<file path="src/rtl/divisor_frequencia_prog_pkg.sv">
// Shared constants and helpers for the programmable frequency divider.
package divisor_defs;

  localparam int unsigned DEFAULT_WIDTH = 16;
  localparam int unsigned MIN_DIV       = 2;

  // First count value at which Q is high: D - floor(D/2) = ceil(D/2).
  function automatic logic [31:0] q_threshold(input logic [31:0] d);
    return d - (d >> 1);
  endfunction

endpackage

</file>
<file path="src/rtl/divisor_frequencia_prog_contador_modulo_n.sv">
// Modulo-D counter: counts 0..D-1 on enabled edges, CLR restarts at 0.
module contador_modulo_n
  import divisor_defs::*;
#(
  parameter int unsigned WIDTH = DEFAULT_WIDTH
) (
  input  logic             CLK,
  input  logic             RST,
  input  logic             EN,
  input  logic             CLR,
  input  logic [WIDTH-1:0] D,
  output logic [WIDTH-1:0] cnt,
  output logic             wrap
);

  // wrap flags the enabled edge on which cnt returns from D-1 to 0.
  assign wrap = EN && (cnt == D - WIDTH'(1));

  // Counter register: reset, then restart, then enabled count.
  always_ff @(posedge CLK) begin
    if (RST) begin
      cnt <= '0;
    end else if (CLR) begin
      cnt <= '0;
    end else if (EN) begin
      cnt <= wrap ? '0 : cnt + WIDTH'(1);
    end
  end

endmodule

</file>
<file path="src/rtl/divisor_frequencia_prog.sv">
// Runtime-programmable frequency divider with Q output, TICK strobe,
// deferred divisor loading and sticky illegal-divisor flag.
module divisor_frequencia_prog
  import divisor_defs::*;
#(
  parameter int unsigned WIDTH       = DEFAULT_WIDTH,
  parameter int unsigned DEFAULT_DIV = 10
) (
  input  logic             CLK,
  input  logic             RST,
  input  logic             EN,
  input  logic             SYNC,
  input  logic             LOAD,
  input  logic [WIDTH-1:0] DIV,
  output logic             Q,
  output logic             TICK,
  output logic [WIDTH-1:0] COUNT,
  output logic [WIDTH-1:0] DIV_CUR,
  output logic             ERR
);

  localparam logic [WIDTH-1:0] DEFAULT_D = WIDTH'(DEFAULT_DIV);
  localparam logic [WIDTH-1:0] MIN_D     = WIDTH'(MIN_DIV);

  logic [WIDTH-1:0] cnt;
  logic [WIDTH-1:0] d;
  logic [WIDTH-1:0] pending;
  logic [WIDTH-1:0] div_legal;
  logic             pend_valid;
  logic             div_bad;
  logic             wrap;
  logic             q_next;

  assign div_bad   = (DIV < MIN_D);
  assign div_legal = div_bad ? MIN_D : DIV;

  contador_modulo_n #(
    .WIDTH(WIDTH)
  ) u_contador (
    .CLK  (CLK),
    .RST  (RST),
    .EN   (EN),
    .CLR  (SYNC),
    .D    (d),
    .cnt  (cnt),
    .wrap (wrap)
  );

  // Q is computed from the counter's next value so the register tracks cnt
  // on the same edge; after a wrap cnt is 0, which is always below threshold.
  always_comb begin
    q_next = 1'b0;
    if (!wrap) begin
      q_next = ((32'(cnt) + 32'd1) >= q_threshold(32'(d)));
    end
  end

  // Q and TICK output registers.
  always_ff @(posedge CLK) begin
    if (RST) begin
      Q    <= 1'b0;
      TICK <= 1'b0;
    end else if (SYNC) begin
      Q    <= 1'b0;
      TICK <= 1'b0;
    end else begin
      if (EN) begin
        Q <= q_next;
      end
      TICK <= wrap;
    end
  end

  // Divisor, pending load and error flag: loads are applied at a wrap or
  // SYNC (a simultaneous LOAD wins over an older pending value), otherwise
  // parked in pending until the next wrap.
  always_ff @(posedge CLK) begin
    if (RST) begin
      d          <= DEFAULT_D;
      pending    <= '0;
      pend_valid <= 1'b0;
      ERR        <= 1'b0;
    end else begin
      if (LOAD) begin
        ERR <= div_bad;
      end
      if (SYNC || wrap) begin
        if (LOAD) begin
          d <= div_legal;
        end else if (pend_valid) begin
          d <= pending;
        end
        pend_valid <= 1'b0;
      end else if (LOAD) begin
        pending    <= div_legal;
        pend_valid <= 1'b1;
      end
    end
  end

  assign COUNT   = cnt;
  assign DIV_CUR = d;

endmodule

</file>
<file path="config.mk">
export PLATFORM = sky130hd
export DESIGN_NAME = divisor_frequencia_prog
export DESIGN_NICKNAME = d
export VERILOG_FILES = /design/src/rtl/divisor_frequencia_prog_pkg.sv /design/src/rtl/divisor_frequencia_prog_contador_modulo_n.sv /design/src/rtl/divisor_frequencia_prog.sv
export SDC_FILE = /design/constraint.sdc
export NUM_CORES = 1
export LEC_CHECK = 0
export ABC_AREA = 1
export CORE_UTILIZATION = 60
export CTS_BUF_LIST = sky130_fd_sc_hd__clkbuf_8 sky130_fd_sc_hd__clkbuf_16
export CTS_CLUSTER_DIAMETER = 120
export CTS_CLUSTER_SIZE = 20
export DETAILED_ROUTE_END_ITERATION = 10
export HOLD_SLACK_MARGIN = 0.06
export MAX_ROUTING_LAYER = met4
export PLACE_DENSITY = 0.81
export REMOVE_ABC_BUFFERS = 1
export SLEW_MARGIN = 5
export SYNTH_ARGS = -nofsm -noshare
export SYNTH_HDL_FRONTEND = slang
export SYNTH_SLANG_ARGS = --single-unit
</file>
<file path="constraint.sdc">
create_clock -name CLK -period 6.85 [get_ports CLK]
set_input_delay 0.685 -clock CLK [delete_from_list [all_inputs] [get_ports CLK]]
set_output_delay 0.685 -clock CLK [all_outputs]
set_load 0.1 [all_outputs]
</file>
==> impl_metrics.tcl, run 1 <==
set metrics [dict create \
    holdPathEnd "pending[15]" \
    power.density_nw_per_um2 168 \
    critical-path-slowest-cell "dfxtp_1" \
    grt_max_degree 41 \
    chipHeight_um 90.6 \
    cp_cell_sequence "inv_1 > ha_1 > inv_1 > a21oi_1 > o21ai_1 > a21boi_0 > inv_1 > nand2_1 > nand2_1 > a21boi_1 > o21ai_0 > xor2_1 > ha_1 > nand2_1 > nor2_1 > nand2_1 > nor4_1 > nand3_1 > nand3_1 > nand3_1 > a21oi_1" \
    setup_violations 0 \
    coreArea_um2 7410 \
    hold_buffers 0 \
    crit_path_max_incr_delay_ns 0.48 \
    ys_async_sr_fraction 0 \
    status "finished, final reports clean" \
    drtIter0Drc 228 \
    clock_skew_ns 0.00574 \
    die_x_um 90.6 \
    place_congestion 0.943 \
    timing.setup.tns_ns 0 \
    ctsResizeCount 0 \
    r2r_end "Q" \
    max_cap_violations 0 \
    yosysUniqueCellTypes 39 \
    track_usage 0.323 \
    synth_edf_count 0 \
    end_kind "register" \
    clk_latency_ns 0.30 \
    cts_buffers 5 \
    yosys_most_used_dff "dfxtp_1" \
    grt_overflow 0 \
    timing.final.crit_share 0.541 \
    r2r_slack_ns 3.15 \
    drive_gt1_frac 0.0606 \
    worstHoldStart "pending[15]" \
    dp_hpwl_mm 10.1 \
    route.antenna.remaining_nets 0 \
    worstMarginPinSlew_ns 1.00 \
    period_minus_slack_ns 3.70 \
    dr.pass1.iters 4 \
    fmax_ghz 0.270 \
    p_leak_nw 2.51 \
    n_antenna_cell 0 \
    initial_core_util 0.636 \
    drv_slew 0 \
    worstSetupPathType "reg -> reg" \
    rsz0062_at_grt "no" \
    yosysSeqAreaShare 0.221 \
    wl_mm 12.5 \
    rr_startpoint "DIV_CUR[2]" \
    clockRootBuffer "clkbuf_8" \
    ios 56 \
    synth_cells 717 \
    critPathMaxFanout 5 \
    place_inst 850 \
    syn_avg_cell_area_um2 6.57 \
    die-area_um2 8210 \
    viasPerCell 5.53 \
    fill_cells 652 \
    grt_antenna_before_repair 0 \
    htree_num_levels 2 \
    crit_top_cell "nand2_1" \
    synth-seq-cells 52 \
    cts.sinks 52 \
    cp.buffers_inverters 3 \
    worstSetupStartpointType "register" \
    stdcell_count 858 \
    hold_class "reg -> reg" \
    worstSetupStartpoint "DIV_CUR[2]" \
    wl_per_cell_um 14.6 \
    grt_pass1_vias 4477 \
    synth_area_um2 4710 \
    drc 0 \
    critical_path_arrival_ns 3.92 \
    grt_pass1_wl_mm 21.1 \
    vias 4743 \
    layout-area-overhead-vs-synth_pct 13.9 \
    synth_warnings 0 \
    clock_path_buffers 2 \
    hold_viol_final 0 \
    cp.required_ns 7.07 \
    num_rows 31 \
    slew_headroom 0.330 \
    tritoncts "done" \
    cts_setup_buffers 0 \
    portBuffers 55 \
    whs_path_depth 2 \
    layout.nets 832 \
    critPathTopFamily "compound AO/OA/AOI/OAI gates" \
    reg2regPathDepth 21 \
    clkTransAtPathRegs_ns 0.09 \
    irDropWorstVdd_mv 0.140 \
]
## layout make-up
class,count,area (um2),area share
tap,99,124,0.0231
clock inverter,2,7.51,0.00140
multi-input combinational,548,3200,0.596
timing repair buffer,56,558,0.104
sequential,52,1040,0.194
inverter,95,357,0.0665
clock buffer,6,82.6,0.0154
## layout by cell type, fill, tap and decap left out
master and count:
nand2_1 165, nand2_8 1, ha_1 52, buf_4 1, o21ai_1 1, o31ai_1 1, xor2_1 25, inv_2 10
a21boi_0 1, or2_2 2, nand2_4 1, nor2_4 2, mux2i_1 9, nor4_1 3, nand3b_1 5, clkinv_1 4
a31oi_1 2, o2111ai_1 1, inv_1 83, nor3_1 9, nor2_1 65, a21oi_2 7, fa_1 1, a21o_1 1
xnor2_1 11, nand2_2 12, nor2_2 2, nand3_1 69, clkdlybuf4s50_1 55, nand4_1 20, dfxtp_1 52, a21oi_1 58
clkbuf_8 6, a21boi_1 1, nand3_4 1, o21ai_0 19, nor3_2 1
## routing by layer
metal	GRT usage	part of all wire
met1	0.399	0.44
met2	0.557	0.48
met3	0.0362	0.059
met4	0.0874	0.021
met5	-	0
## cell families after synthesis
family / synth area share
flip-flops: 0.221
multiplexers: 0.0191
AO/OA/AOI/OAI: 0.107
buffers and inverters: 0.101
XOR/XNOR: 0.0669
adder cells (fa/ha/maj): 0.142
AND/OR/NAND/NOR: 0.343
## cell usage after synthesis (2+ instances only)
| cell type | count | area share |
|---|---|---|
| buf_6 | 2 | 0.0048 |
| nand3_1 | 69 | 0.073 |
| a31oi_1 | 2 | 0.0027 |
| nor4_1 | 3 | 0.0040 |
| inv_1 | 81 | 0.065 |
| or2_2 | 2 | 0.0027 |
| nor3_1 | 9 | 0.0096 |
| inv_2 | 10 | 0.0080 |
| nand4_1 | 20 | 0.027 |
| a21oi_1 | 58 | 0.062 |
| nor2_1 | 65 | 0.052 |
| nor2_4 | 2 | 0.0048 |
| nand3b_1 | 5 | 0.0080 |
| ha_1 | 52 | 0.14 |
| nand2_1 | 165 | 0.13 |
| xnor2_1 | 11 | 0.020 |
| a21oi_2 | 7 | 0.013 |
| nand2_2 | 12 | 0.016 |
| o21ai_0 | 19 | 0.020 |
| clkbuf_1 | 13 | 0.010 |
| buf_1 | 2 | 0.0016 |
| nor2_2 | 2 | 0.0027 |
| clkinv_1 | 4 | 0.0032 |
| mux2i_1 | 9 | 0.019 |
| dfxtp_1 | 52 | 0.22 |
| xor2_1 | 25 | 0.046 |
| buf_2 | 4 | 0.0042 |
## where the power goes
group	total, mW	internal [mW]	switching (mW)
logic	0.389	0.131	0.258
registers	0.333	0.315	0.0181
clock network	0.177	0.0797	0.0977
total	0.899	0.525	0.374
## worst reg2reg max path, cell delays in order, from the launching register on
cell and delay, ns:
dfxtp_1 0.48, inv_1 0.19, ha_1 0.38, inv_1 0.07
a21oi_1 0.13, o21ai_1 0.11, a21boi_0 0.29, inv_1 0.11
nand2_1 0.07, nand2_1 0.09, a21boi_1 0.21, o21ai_0 0.13
xor2_1 0.18, ha_1 0.32, nand2_1 0.07, nor2_1 0.10
nand2_1 0.08, nor4_1 0.21, nand3_1 0.12, nand3_1 0.09
nand3_1 0.06, a21oi_1 0.14
## sequential cells by signal, indices dropped and copies added, names as in the netlist
signal,count
DIV_CUR,16
pending,16
u_contador.cnt,16
ERR,1
Q,1
TICK,1
pend_valid,1
## per-stage QoR
step	worst slack [ns]	instance area, um2	total power [mW]	hold WS [ns]	utilization
floorplan	2.99	4590	0.620	0.431	-
global placement	3.28	5280	0.716	0.448	0.712
detailed placement	3.20	5280	0.723	0.452	0.712
global route	2.74	5370	0.960	0.478	0.724
finish	3.15	5370	0.899	0.465	0.724
CTS	3.18	5370	0.897	0.465	0.724
## worst max-delay path by stage
stage | slack [ns] | depth (start not counted) | endpoint
6_report | 3.15 | 21 | Q
5_1_grt | 2.74 | 21 | Q
4_1_cts | 3.18 | 21 | Q
3_5_place_dp | 3.20 | 21 | Q
3_3_place_gp | 3.28 | 21 | Q
2_1_floorplan | 2.99 | 20 | Q
No activity file was read; power rests on OpenSTA's default activity.
==> inputs of run 2 (changes only) <==
- CORE_UTILIZATION: 60 -> 52
- PLACE_DENSITY: 0.81 -> 0.74
- clock period: 6.85 -> 3 ns (I/O delays scaled with it)
==> run 2 against run 1 <==
Compared with the run above:
- the flow now finishes with violations (setup timing)
- clock power grew to 2.5 times the previous value
- routed wire length is 8.1% higher
- count of clock-buffer cells in the layout shrank 1
- worst hold slack improved by 0.0031 ns
- cell area up 6.9%
- core utilization fell by 6.9 points
- critical path depth did not move
==> impl_metrics.tcl, run 2 (synthesis results as in run 1) <==
set metrics [dict create \
    utilization 0.655 \
    drive_gt1_frac 0.189 \
    ios 56 \
    coreArea_um2 8760 \
    drv_slew 0 \
    cts_buffers 5 \
    holdPathEnd "pending[15]" \
    final_common_cell "nand2_1" \
    viasPerCell 5.46 \
    portBuffers 55 \
    timing.final.crit_share 1.03 \
    drtIter0Drc 242 \
    clock_skew_ns 0.00954 \
    slew_headroom 0.355 \
    worstSetupPathType "reg -> reg" \
    num_rows 34 \
    period_minus_slack_ns 3.10 \
    route.antenna.remaining_nets 0 \
    chipHeight_um 97.2 \
    setup_violations 1 \
    fill_cells 802 \
    htree_num_levels 2 \
    dr.pass1.iters 5 \
    p_leak_nw 2.79 \
    setup_ws_ns -0.103 \
    die-area_um2 9450 \
    hold_class "reg -> reg" \
    grt_pass1_vias 4813 \
    grt_antenna_before_repair 0 \
    hold_viol_final 0 \
    track_usage 0.300 \
    die_x_um 97.2 \
    clk_latency_ns 0.32 \
    irDropWorstVdd_mv 0.231 \
    place_congestion 1.03 \
    worstMarginPinSlew_ns 0.964 \
    final_area_um2 5740 \
    layout.nets 876 \
    n_antenna_cell 0 \
    critical_path_arrival_ns 3.34 \
    worstSetupStartpointType "register" \
    end_kind "register" \
    r2r_slack_ns -0.10 \
    clkTransAtPathRegs_ns 0.11 \
    wl_per_cell_um 14.8 \
    whs_path_depth 2 \
    dpl-instance-area_um2 5520 \
    grt_max_degree 32 \
    tritoncts "done" \
    initial_core_util 0.538 \
    r2r_end "Q" \
    max_cap_violations 0 \
    grt_pass1_wl_mm 22.3 \
    status "finished, violations left" \
    rsz0062_at_grt "yes" \
    critPathMaxFanout 4 \
    grt_overflow 0 \
    rr_startpoint "DIV_CUR[1]" \
    fmax_ghz 0.322 \
    layout-area-overhead-vs-synth_pct 21.8 \
    violations "setup timing" \
    vias 4977 \
    clock_path_buffers 2 \
    drc 0 \
    power.density_nw_per_um2 391 \
    wl_mm 13.5 \
    area.sequential_um2 1050 \
    hold_buffers 0 \
    timing.setup.tns_ns -0.103 \
    worstHoldStart "pending[15]" \
    multi_input_area_um2 3300 \
    cts.sinks 52 \
    dp_hpwl_mm 10.3 \
    clockRootBuffer "clkbuf_8" \
    cp.required_ns 3.24 \
    reg2regPathDepth 21 \
    final_cell_mix "nand2_1, inv_1, buf_4" \
]
## run 2: cell count changes in the layout (fill, tap and decap cells not counted), sizes merged
cell / change
inv: +1
clkbuf: -1
clkdlybuf4s50: -34
buf: +78
## run 2: cell type report
cell class / instances / share of cell area
multi-input combinational: 548 / 0.575
sequential: 52 / 0.183
timing repair buffer: 100 / 0.141
inverter: 95 / 0.0621
tap: 108 / 0.0236
clock buffer: 5 / 0.0120
clock inverter: 3 / 0.00371
## run 2: worst max-delay path: stages, from the launching register on
cell and delay, ns:
dfxtp_4 0.38, buf_6 0.11, ha_4 0.15, fa_2 0.33, nand3b_1 0.20, nand2_2 0.10, nand3_2 0.06, nand2_2 0.11
a31oi_4 0.10, o21ai_2 0.15, nand2_1 0.06, nand2_1 0.07, xor2_1 0.07, ha_1 0.30, nand2_2 0.07, nor2_2 0.12
nand2_1 0.08, nor4_1 0.17, nand3_1 0.10, nand3_1 0.09, nand3_1 0.06, a21oi_1 0.14
## run 2: routing by layer
metal | GRT usage | wire [um]
met4 | 0.131 | 509
met3 | 0.0367 | 798
met1 | 0.375 | 6040
met2 | 0.485 | 6180
met5 | - | 0
## run 2: how the worst max path moves through the flow
stage | startpoint | to | slack (ns) | cells past startpoint
CTS | DIV_CUR[0] | Q | -0.02 | 21
global route | DIV_CUR[1] | Q | -0.27 | 21
floorplan | DIV_CUR[2] | Q | -0.86 | 20
global placement | DIV_CUR[0] | Q | -0.06 | 21
finish | DIV_CUR[1] | Q | -0.10 | 21
detailed placement | DIV_CUR[1] | Q | -0.18 | 20
## run 2: through the flow
step / std cells / hold WS [ns] / setup WS (ns) / power [mW]
floorplan: 695 / 0.362 / -0.855 / 1.42
global placement: 901 / 0.447 / -0.0562 / 1.70
detailed placement: 901 / 0.452 / -0.180 / 1.72
CTS: 909 / 0.468 / -0.0207 / 2.19
global route: 911 / 0.490 / -0.271 / 2.38
finish: 911 / 0.468 / -0.103 / 2.24
## run 2: report_power, final
group	total, mW	internal (mW)	switching (mW)
Combinational	1.06	0.393	0.668
Clock	0.444	0.169	0.275
Sequential	0.737	0.720	0.0170
Total	2.24	1.28	0.960
## run 2: repair_timing
action / CTS / global route
pin swaps: 2 / 11
setup buffers: 0 / 2
setup endpoints to repair: 1 / 1
gates resized for setup: 15 / 21
==> patch 1 (flow settings as in run 2) <==
Register the output `DIV_CUR` once more, cleared by the reset; this adds one clock of latency there. The other outputs are not delayed to match.
--- a/src/rtl/divisor_frequencia_prog.sv
+++ b/src/rtl/divisor_frequencia_prog.sv
@@ -99,7 +99,13 @@
   end
 
   assign COUNT   = cnt;
-  assign DIV_CUR = d;
+  always_ff @(posedge CLK) begin
+    if (RST) begin
+      DIV_CUR <= '0;
+    end else begin
+      DIV_CUR <= d;
+    end
+  end
 
 endmodule
 
Function: changed (Yosys sat finds a counterexample within 4 cycles, from zero or initial values and one cycle with RST high).
==> patch 1 against run 2 <==
- largest power group unchanged
- sequential cell count rose by 16
- the run still ends with setup timing left
- worst setup slack improved by 0.049 ns
- power rose by 28%
- hold slack got worse by 0.0033 ns
- sequential power rose by 31%
- synthesized area rose by 9.1%
- routed wire length rose by 7.1%
- cell area rose by 14%
==> patch 1: results (changes against run 2) <==
Status: complete, but fails checks (unchanged)
Peak VDD IR: 0.255 mV (was 0.231 mV)
CP max-delay cell: dfxtp_2 (was dfxtp_4)
Fraction of final layout cells with drive strength greater than 1: 0.160 (was 0.189)
Clock latency on the worst-skew pair: 0.36 ns (was 0.32 ns)
Top Family by Delay on Critical Path: simple AND/OR/NAND/NOR gates (unchanged)
Area after DPL: 6140 um2 (was 5520 um2)
Largest net degree at the start of global routing: 36 (was 32)
Top post-synthesis cells by area: dfxtp_1, nand2_1, ha_1 (was dfxtp_1, ha_1, nand2_1)
Synth Area per Inst: 6.65 um2 (was 6.57 um2)
Failing checks: setup timing (unchanged)
Via-to-Cell Ratio: 5.28 (was 5.46)
Total GRT Usage: 0.299 (was 0.300)
Vias post-DR: 5371 (was 4977)
Hpwl dp: 11.3 mm (was 10.3 mm)
Clock-pin slew on the worst setup and hold paths: 0.09 ns (was 0.11 ns)
Fin worst setup slack: -0.0538 ns (was -0.103 ns)
RePlAce Congestion: 0.999 (was 1.03)
H-tree Lvls: 3 (was 2)
DIE WIDTH: 101 um (was 97.2 um)
CTS buffer count: 9 (was 5)
Worst path arrival time: 3.33 ns (was 3.34 ns)
Vias in the first global route: 5004 (was 4813)
Seq/Total Area, Yosys: 0.265 (was 0.221)
Final setup fails: 1 (unchanged)
Routed wire length: 14.5 mm (was 13.5 mm)
Switching pwr: 1.09 mW (was 0.960 mW)
Initial DRC count: 270 (was 242)
DP Cell Count: 993 (was 901)
Final Skew: 0.0146 ns (was 0.00954 ns)
Pleak: 3.14 nW (was 2.79 nW)
CP max stage delay: 0.36 ns (was 0.38 ns)
patch 1: cell types whose count changed in the layout (fill, tap and decap cells not counted), moves of 9 or more:
cell / change
a21oi_1: +9
a21oi_2: -9
nor2_1: +21
nand2_1: +16
inv_2: -9
buf_4: +9
clkdlybuf4s50_1: +17
dfxtp_1: +18
nand2_2: -10
inv_1: +12
patch 1: metal layers:
metal,wire length [um],track usage
met3,724,0.0345
met2,6830,0.496
met4,387,0.118
met5,0,-
met1,6550,0.371
patch 1: worst min path at each step:
stage,startpoint,to,slack (ns),cells after the start
4_1_cts,pending[7],pending[7],0.47,2
3_3_place_gp,pending[6],pending[6],0.45,2
5_1_grt,pending[6],pending[6],0.49,2
6_report,pending[11],pending[11],0.46,2
2_1_floorplan,RST,pending[10],0.37,1
3_5_place_dp,pending[11],pending[11],0.45,2
patch 1: power by group through the flow:
stage                     combinational (mW)  sequential, mW  clock (mW)
after global routing                    1.20           0.967       0.849
final                                   1.10           0.963       0.804
after global placement                 0.978           0.979           0
after CTS                               1.06           0.962       0.814
after floorplan                        0.545            1.08           0
after detailed placement               0.991           0.981           0
patch 1: area by class of cell:
type | count | area (um2)
clock buffer | 9 | 124
sequential | 68 | 1370
tap | 129 | 161
multi-input combinational | 580 | 3400
timing repair buffer | 125 | 1030
fill | 836 | 2870
clock inverter | 7 | 76.3
inverter | 100 | 383
patch 1: cell families (layout without fill, tap and decap cells):
group,after synthesis,in the layout,synth area share
AOI/OAI and AO/OA,96,96,0.0976
xor gates and xnor gates,37,37,0.0630
adders and majority gates,53,53,0.130
muxes,11,11,0.0214
and+or+nand+nor,383,383,0.325
DFF,68,68,0.265
buffers and inverters,125,241,0.0978
patch 1: metrics by stage:
step	utilization	power [mW]	worst slack [ns]	hold WS, ns
after floorplan	-	1.62	-0.320	0.369
after global placement	0.652	1.96	-0.109	0.447
after detailed placement	0.652	1.97	-0.238	0.453
after CTS	0.690	2.83	-0.0216	0.467
after global routing	0.695	3.02	-0.245	0.489
final	0.695	2.87	-0.0538	0.464
patch 1: worst reg2reg max path: cells and delay by family, from the launching register on:
family,cells,cell delay (ns)
adders and majority gates,2,0.60
xor gates and xnor gates,1,0.13
AOI/OAI and AO/OA,4,0.53
and+or+nand+nor,7,0.76
DFF,1,0.36
buffers and inverters,6,0.59
patch 1: repair_timing:
item,4_1_cts,5_1_grt
pin swaps,18,14
buffers inserted,6,3
endpoints found under the setup margin,1,1
gates resized for setup,30,10
==> patch 2 (flow settings as in run 2) <==
Made on the original files. Change the package constant `DEFAULT_WIDTH` from 16 to 20.
--- a/src/rtl/divisor_frequencia_prog_pkg.sv
+++ b/src/rtl/divisor_frequencia_prog_pkg.sv
@@ -1,7 +1,7 @@
 // Shared constants and helpers for the programmable frequency divider.
 package divisor_defs;
 
-  localparam int unsigned DEFAULT_WIDTH = 16;
+  localparam int unsigned DEFAULT_WIDTH = 20;
   localparam int unsigned MIN_DIV       = 2;
 
   // First count value at which Q is high: D - floor(D/2) = ceil(D/2).
Ports: changed (resized COUNT, DIV and DIV_CUR); port bits go from 56 to 68. No check against the original RTL was run, so the function may have changed too.
==> patch 2 against run 2 <==
- power increased by 48%
- clock power increased by 120%
- routed wire length increased by 28%
- critical path type unchanged
- cell area increased by 33%
- via count increased by 29%
- worst setup slack improved by 0.12 ns
- highest routed layer unchanged
- synthesized area increased by 26%
- sequential cell count increased by 12
==> patch 2: results (changes against run 2) <==
RePlAce Congestion: 0.960 (was 1.03)
Proportion of synthesized area in mux cells: 0.0219 (was 0.0191)
Synth Area in Compound Gates: 0.105 (was 0.107)
Number of port buffers: 67 (was 55)
Antenna violations before repair: 0 (unchanged)
Hold Path Sink: pend_valid (was pending[15])
Total GRT Usage: 0.303 (was 0.300)
Slew headroom: 0.357 (was 0.355)
Pleak: 3.70 nW (was 2.79 nW)
WL/cell: 14.4 um (was 14.8 um)
Ant diodes: 0 (unchanged)
CTS root buffer: clkbuf_16 (was clkbuf_8)
Initial DRC count: 611 (was 242)
CP max-delay cell: dfxtp_2 (was dfxtp_4)
Worst path arrival time: 3.27 ns (was 3.34 ns)
H-tree Lvls: 3 (was 2)
Commonest cells post-synth: nand2_1, inv_1, nor2_1 (was nand2_1, inv_1, nand3_1)
FF-to-FF End: Q (unchanged)
Hpwl dp: 13.2 mm (was 10.3 mm)
Via-to-Cell Ratio: 5.36 (was 5.46)
Crit path from: DIV_CUR[3] (was DIV_CUR[1])
Crit Path Class: reg -> reg (unchanged)
Fraction of final layout cells with drive strength greater than 1: 0.198 (was 0.189)
Post-synth ARST share: 0 (unchanged)
Final Skew: 0.0102 ns (was 0.00954 ns)
Status: complete, no violations (was complete, but fails checks)
Seq/Total Area, Yosys: 0.216 (was 0.221)
CP max FO: 4 (unchanged)
Clock-pin slew on the worst setup and hold paths: 0.06 ns (was 0.11 ns)
Clock latency on the worst-skew pair: 0.35 ns (was 0.32 ns)
Top post-synthesis cells by area: dfxtp_1, nand2_1, ha_1 (was dfxtp_1, ha_1, nand2_1)
Reg2reg path depth: 21 (unchanged)
Fill cells: 1013 (was 802)
Vias in the first global route: 5551 (was 4813)
Yosys warning total: 0 (unchanged)
Post-layout net count: 1143 (was 876)
Library cells used by synthesis: 41 (was 39)
Hold path cells: 3 (was 2)
Pre-antenna DRT Iters: 5 (unchanged)
CTS buffer count: 9 (was 5)
Reg2reg setup slack: 0.02 ns (was -0.10 ns)
Max-capacitance violation count: 0 (unchanged)
First-pass GRT wire length: 26.6 mm (was 22.3 mm)
Peak VDD IR: 0.555 mV (was 0.231 mV)
Adder-Cell Fraction of Synth Area: 0.136 (was 0.142)
Hold WC Path Type: in -> reg (was reg -> reg)
Min-Delay Startpoint: LOAD (was pending[15])
Synth Area in XOR/XNOR: 0.0649 (was 0.0669)
Largest net degree at the start of global routing: 43 (was 32)
CP max stage delay: 0.36 ns (was 0.38 ns)
Commonest register cell after synthesis: dfxtp_1 (unchanged)
[patch 2: changes by cell type after synthesis, moves of 10 or more]
cell | run 2 | this run
xor2_1 | 25 | 37
nand2_1 | 165 | 250
inv_1 | 81 | 111
nor2_1 | 65 | 103
dfxtp_1 | 52 | 64
a21oi_1 | 58 | 82
ha_1 | 52 | 63
nand2_2 | 12 | 2
[patch 2: where the power goes]
part / internal [mW] / switching, mW / total (mW)
sequential: 0.888 / 0.0221 / 0.911
clock: 0.574 / 0.418 / 0.993
combinational: 0.536 / 0.875 / 1.41
[patch 2: layout make-up]
| class | count | area [um2] | area share |
|---|---|---|---|
| repair buffers | 133 | 1060 | 0.139 |
| flip-flops and latches | 64 | 1300 | 0.171 |
| inverters | 118 | 450 | 0.0592 |
| well taps | 140 | 175 | 0.0230 |
| clock buffers | 10 | 239 | 0.0314 |
| multi-input cells | 728 | 4350 | 0.572 |
| clock inverters | 5 | 33.8 | 0.00444 |
[patch 2: metal layers]
layer	track usage	vias up	wire [um]
met1	0.389	2835	7510
met3	0.0502	44	1300
met2	0.466	273	7870
met5	-	-	0
met4	0.132	0	575
li1	-	3272	-
[patch 2: per-stage QoR]
stage	area (um2)	TNS [ns]	hold slack (ns)	worst slack, ns	instances
2_1_floorplan	5780	-20.11	0.369	-0.761	910
3_3_place_gp	6970	-0.0105	0.448	-0.0105	1177
3_5_place_dp	6970	-0.111	0.453	-0.111	1177
4_1_cts	7260	0	0.302	0.0195	1193
5_1_grt	7600	-0.147	0.345	-0.147	1198
6_report	7600	0	0.310	0.0214	1198
[patch 2: timing repair]
action                                  4_1_cts  5_1_grt
endpoints found under the setup margin        1        1
buffers inserted                              1        5
pin swaps                                     1       22
gates resized for setup                       6       82
